$ cat src/rtl/mc_ctrl_fsm.sv
// Multi-cycle control unit for the KGPminiRISC core.
// Steps each instruction through FETCH/DECODE/EXEC/MEM/WB and waits on the
// instruction and data memory handshakes. Datapath strobes are decoded from
// the current state and the opcode latched in DECODE. An illegal opcode or a
// memory timeout sends the unit to HALT, which only rst can clear.
//
// Handshake semantics: imem_req (FETCH) and MemRead/MemWrite (MEM) are held
// high for as long as the unit sits in that state. A cycle in which the
// matching ready input is high completes the transfer, and the unit leaves
// the state on the next edge. A request is never withdrawn before ready
// arrives, except when the wait limit is reached or rst is asserted.
module mc_ctrl_fsm #(
    parameter int OPW         = 6,
    parameter int ALUOPW      = 4,
    parameter int MEM_TIMEOUT = 15
) (
    input  logic              clk,
    input  logic              rst,
    input  logic              run,
    input  logic [OPW-1:0]    opcode,
    input  logic              imem_ready,
    input  logic              dmem_ready,
    output logic              imem_req,
    output logic              ir_write,
    output logic              pc_write,
    output logic              RegWrite,
    output logic [1:0]        RegDst,
    output logic              MemRead,
    output logic              MemWrite,
    output logic [1:0]        MemToReg,
    output logic [ALUOPW-1:0] ALUop,
    output logic              CondJump,
    output logic              UncondJump,
    output logic              busy,
    output logic              halted,
    output logic [1:0]        err_code,
    output logic [2:0]        dbgState
);

    localparam int CW = $clog2(MEM_TIMEOUT + 1);

    localparam logic [2:0] ST_IDLE   = 3'd0;
    localparam logic [2:0] ST_FETCH  = 3'd1;
    localparam logic [2:0] ST_DECODE = 3'd2;
    localparam logic [2:0] ST_EXEC   = 3'd3;
    localparam logic [2:0] ST_MEM    = 3'd4;
    localparam logic [2:0] ST_WB     = 3'd5;
    localparam logic [2:0] ST_HALT   = 3'd6;

    localparam logic [OPW-1:0] OP_ALU_LAST = OPW'(7);
    localparam logic [OPW-1:0] OP_REG_LAST = OPW'(5);
    localparam logic [OPW-1:0] OP_LD       = OPW'(8);
    localparam logic [OPW-1:0] OP_ST       = OPW'(9);
    localparam logic [OPW-1:0] OP_BZ       = OPW'(10);
    localparam logic [OPW-1:0] OP_JAL      = OPW'(11);

    localparam logic [CW-1:0] WAIT_LIMIT = CW'(MEM_TIMEOUT);

    logic [2:0]     state;
    logic [2:0]     nextState;
    logic [OPW-1:0] opQ;
    logic [CW-1:0]  waitCnt;
    logic [1:0]     errQ;

    logic illegalOp;
    logic fetchTimeout;
    logic memTimeout;

    assign illegalOp    = (opcode > OP_JAL);
    assign fetchTimeout = (state == ST_FETCH) && !imem_ready && (waitCnt == WAIT_LIMIT);
    assign memTimeout   = (state == ST_MEM) && !dmem_ready && (waitCnt == WAIT_LIMIT);

    // Next-state selection; ready on the limit cycle wins over the timeout.
    always_comb begin
        nextState = state;
        case (state)
            ST_IDLE: begin
                if (run) nextState = ST_FETCH;
            end
            ST_FETCH: begin
                if (imem_ready)        nextState = ST_DECODE;
                else if (fetchTimeout) nextState = ST_HALT;
            end
            ST_DECODE: begin
                nextState = illegalOp ? ST_HALT : ST_EXEC;
            end
            ST_EXEC: begin
                if (opQ == OP_BZ)                        nextState = ST_FETCH;
                else if (opQ == OP_LD || opQ == OP_ST)   nextState = ST_MEM;
                else                                     nextState = ST_WB;
            end
            ST_MEM: begin
                if (dmem_ready)      nextState = (opQ == OP_LD) ? ST_WB : ST_FETCH;
                else if (memTimeout) nextState = ST_HALT;
            end
            ST_WB: begin
                nextState = ST_FETCH;
            end
            ST_HALT: begin
                nextState = ST_HALT;
            end
            default: begin
                nextState = ST_IDLE;
            end
        endcase
    end

    // State, latched opcode, wait counter and sticky error code.
    always_ff @(posedge clk) begin
        if (rst) begin
            state   <= ST_IDLE;
            opQ     <= '0;
            waitCnt <= '0;
            errQ    <= 2'b00;
        end else begin
            state <= nextState;
            if (state == ST_DECODE) opQ <= opcode;
            // Any state change clears the counter, so it starts at zero on
            // every entry into FETCH or MEM.
            if (nextState != state) begin
                waitCnt <= '0;
            end else if ((state == ST_FETCH && !imem_ready) ||
                         (state == ST_MEM && !dmem_ready)) begin
                waitCnt <= waitCnt + 1'b1;
            end
            if (state == ST_DECODE && illegalOp) errQ <= 2'b01;
            else if (fetchTimeout)               errQ <= 2'b10;
            else if (memTimeout)                 errQ <= 2'b11;
        end
    end

    // Datapath strobes qualified by the current state.
    always_comb begin
        imem_req   = 1'b0;
        ir_write   = 1'b0;
        pc_write   = 1'b0;
        RegWrite   = 1'b0;
        RegDst     = 2'b00;
        MemRead    = 1'b0;
        MemWrite   = 1'b0;
        MemToReg   = 2'b00;
        ALUop      = '0;
        CondJump   = 1'b0;
        UncondJump = 1'b0;
        case (state)
            ST_FETCH: begin
                imem_req = 1'b1;
                ir_write = imem_ready;
                pc_write = imem_ready;
            end
            ST_EXEC: begin
                if (opQ <= OP_ALU_LAST) ALUop = ALUOPW'(opQ);
                else if (opQ == OP_BZ)  ALUop = ALUOPW'(1);
                else                    ALUop = '0;
                CondJump   = (opQ == OP_BZ);
                UncondJump = (opQ == OP_JAL);
            end
            ST_MEM: begin
                MemRead  = (opQ == OP_LD);
                MemWrite = (opQ == OP_ST);
            end
            ST_WB: begin
                RegWrite = 1'b1;
                if (opQ == OP_JAL) begin
                    RegDst   = 2'b10;
                    MemToReg = 2'b10;
                end else if (opQ == OP_LD) begin
                    RegDst   = 2'b00;
                    MemToReg = 2'b01;
                end else begin
                    RegDst   = (opQ <= OP_REG_LAST) ? 2'b01 : 2'b00;
                    MemToReg = 2'b00;
                end
            end
            default: begin
            end
        endcase
    end

    assign busy     = (state != ST_IDLE) && (state != ST_HALT);
    assign halted   = (state == ST_HALT);
    assign err_code = errQ;
    assign dbgState = state;

endmodule

$ cat config.mk
export PLATFORM = sky130hd
export DESIGN_NAME = mc_ctrl_fsm
export DESIGN_NICKNAME = d
export VERILOG_FILES = /design/src/rtl/mc_ctrl_fsm.sv
export SDC_FILE = /design/constraint.sdc
export NUM_CORES = 1
export LEC_CHECK = 0
export ABC_AREA = 1
export CORE_ASPECT_RATIO = 0.7
export CORE_UTILIZATION = 37
export DETAILED_ROUTE_END_ITERATION = 16
export GPL_TIMING_DRIVEN = 0
export HOLD_SLACK_MARGIN = 0.1
export PLACE_DENSITY = 0.75
export REMOVE_ABC_BUFFERS = 1
export SLEW_MARGIN = 5
export SYNTH_ARGS = -nofsm -noshare
export SYNTH_HDL_FRONTEND = slang
export SYNTH_SLANG_ARGS = --single-unit
$ cat constraint.sdc
create_clock -name clk -period 2.69 [get_ports clk]
set_clock_uncertainty 0.2 [all_clocks]
set_input_delay 0.269 -clock clk [delete_from_list [all_inputs] [get_ports clk]]
set_output_delay 0.269 -clock clk [all_outputs]
set_load 0.05 [all_outputs]
==> reports/results.tsv <==
stage	metric	value	unit
grt	antenna_found_initial	0	
job	drv_cap	0	
route	via_count	1024	
floorplan	rows	16	
clock_network	htree_levels	1	
grt	grt_pass1_vias	821	
hold_path	hold_class	register to register	
clock_network	cts.root.buffer_cell	clkbuf_8	
final_layout	num_antenna_cells	0	
floorplan	initial_utilization	38.9	%
route	drt_drc_violations_left	0	
clock_network	clock_path_buffers	2	
clock_network	cts_buffers	3	
grt	track_usage	15.6	%
final_layout	nets	202	
placed_design	portBuffers	32	
sta	tightest_slew	0.503	ns
floorplan	die_area	3170	um^2
route	drt-vias-per-instance	4.55	
yosys	synth_seq_area_share	27.6	%
power_and_ir_drop	power.leakage	0.700	nW
sta	report.final.hold_viol_count	0	
grt	grt_pass1_wl	3660	um
clock_network	cts_sinks	15	
final_layout	final_cell_mix	clkdlybuf4s50_1, nor2_1, inv_1, nand2_1, dfxtp_1	
yosys	synth_area	1090	um^2
worst_setup_path	required	2.22	ns
yosys	synth_top_cell_by_area	dfxtp_1	
floorplan	dieHeight	47.4	um
worst_setup_path	r2r-start	waitCnt[0]	
placed_design	place_congestion	0.832	
yosys	synthTopCellsByArea	dfxtp_1, nor2_1, inv_1	
sta	setup_viol	0	
sta	maxSlewHeadroom	66.3	%
sta	fin_crit	2.58	ns
route	drt_wl_total	2330	um
sta	drv_slew	0	
outcome	run_status	finished, final reports clean	
power_and_ir_drop	power-per-cell-area	498	nW/um^2
clock_network	clock_latency	0.24	ns
worst_setup_path	cp-end-kind	primary output	
worst_setup_path	criticalPathCategory	register to primary output	
yosys	syn_inst	159	
hold_path	worstHoldStart	opQ[5]	
yosys	synth_top_cell_area_share	27.6	%
final_layout	mostFrequentLayoutCell	clkdlybuf4s50_1	
hold_path	min_path_cells	2	
clock_network	postCtsResizedCells	2	
sta	fin_tns_setup	0	ns
power_and_ir_drop	vdd_drop_max	0.177	mV
clock_network	postCtsHoldBufs	0	
worst_setup_path	critPathMaxFanout	11	
final_layout	area_growth	34.7	%
clock_network	tritoncts	done	
yosys	ys_ff_latch	15	
yosys	syn_area_per_cell	6.85	um^2
worst_setup_path	crit_start	dbgState[2]	
worst_setup_path	reg2reg_depth	11	
floorplan	io-pin-count	34	
floorplan	core_area	2800	um^2
grt	grt_max_degree	13	
sta	fin_crit_sh	96.0	%
worst_setup_path	arrival	2.11	ns
sta	fmax	387	MHz
route	first_pass_iters	4	
route	post_drt_wl_per_cell	10.3	um
placed_design	dpl.hpwl	1830	um
route	drt_iter0_drc	88	
route	antenna_left	0	
yosys	ys_warn_count	0	
worst_setup_path	worstSetupStartpointType	register	
grt	grt-ovfl-total	0	
clock_network	cts.clk_slew.worst_paths	0.06	ns
sta	holdWs	0.273	ns
sta	grt_setup_unrepaired	false	
floorplan	die_w	66.9	um
yosys	synth.distinct_cells	30	
clock_network	cts_setup_buffers	0	
final_layout	drive_gt1_share	21.2	%
state kept, by name (all words and copies together) (netlist names):
register and count:
opQ 6, dbgState 3, waitCnt 4, err_code 2
critical path, stage by stage (launching register included):
cell and delay [ns]:
dfxtp_2 0.52, nand3_1 0.24, a211oi_1 0.26, clkdlybuf4s50_1 0.84
kinds of logic (layout without fill, tap and decap cells):
family | Yosys count | in the layout | share of synthesized area (%)
compound gates | 23 | 23 | 11.7
xor+xnor | 3 | 3 | 2.41
other cells | 1 | 1 | 0.344
mux | 1 | 1 | 1.03
simple gates | 82 | 82 | 41.6
buf+inv | 33 | 63 | 14.2
fa+ha+maj | 1 | 1 | 1.15
flops | 15 | 15 | 27.6
path summary, 6_finish.rpt:
| kind | end | slack [ns] |
|---|---|---|
| hold reg to reg | opQ[5] | 0.27 |
| setup / recovery | RegDst[0] | 0.11 |
| hold / removal | opQ[5] | 0.27 |
| setup reg to reg | waitCnt[3] | 0.94 |
metrics by stage:
step	total power, mW	std cells	setup slack, ns	util [%]	cell area, um^2
after global routing	0.782	225	0.0230	52.4	1470
after CTS	0.738	225	0.0147	51.9	1460
final	0.732	225	0.108	52.4	1470
after floorplan	0.478	153	-0.327	-	1040
after detailed placement	0.555	221	0.0702	50.2	1410
after global placement	0.555	221	0.0513	50.2	1410
per-layer routing:
metal,part of all wire (%),track usage [%],vias to the layer above
met5,0,0,-
met4,1.4,6.38,0
met3,6.0,2.91,4
met2,40,22.2,28
met1,52,22.8,433
li1,-,-,559
cell usage after synthesis, drive strengths merged:
master,n
clkbuf,1
a211oi,1
buf,5
clkinv,1
conb,1
nand3,15
mux2,1
xnor2,2
dfxtp,15
xor2,1
nand2,26
a21oi,9
nand4,2
nor3,4
o21ai,12
inv,26
o211ai,1
ha,1
nor2,35
power by group:
part	switching, mW	leakage (nW)	internal, mW	total, mW
sequential	0.0318	0.123	0.241	0.272
clock	0.0756	0.0255	0.102	0.178
combinational	0.183	0.552	0.0978	0.281
final cells by class:
| cell class | count | area, um^2 |
|---|---|---|
| Clock buffer | 3 | 41.3 |
| Clock inverter | 1 | 5.00 |
| Fill cell | 275 | 1340 |
| Inverter | 27 | 106 |
| Multi-Input combinational cell | 111 | 634 |
| Sequential cell | 15 | 303 |
| Tap cell | 36 | 45.0 |
| Timing Repair Buffer | 32 | 333 |
Note: power is estimated with default switching activity, not from simulation.
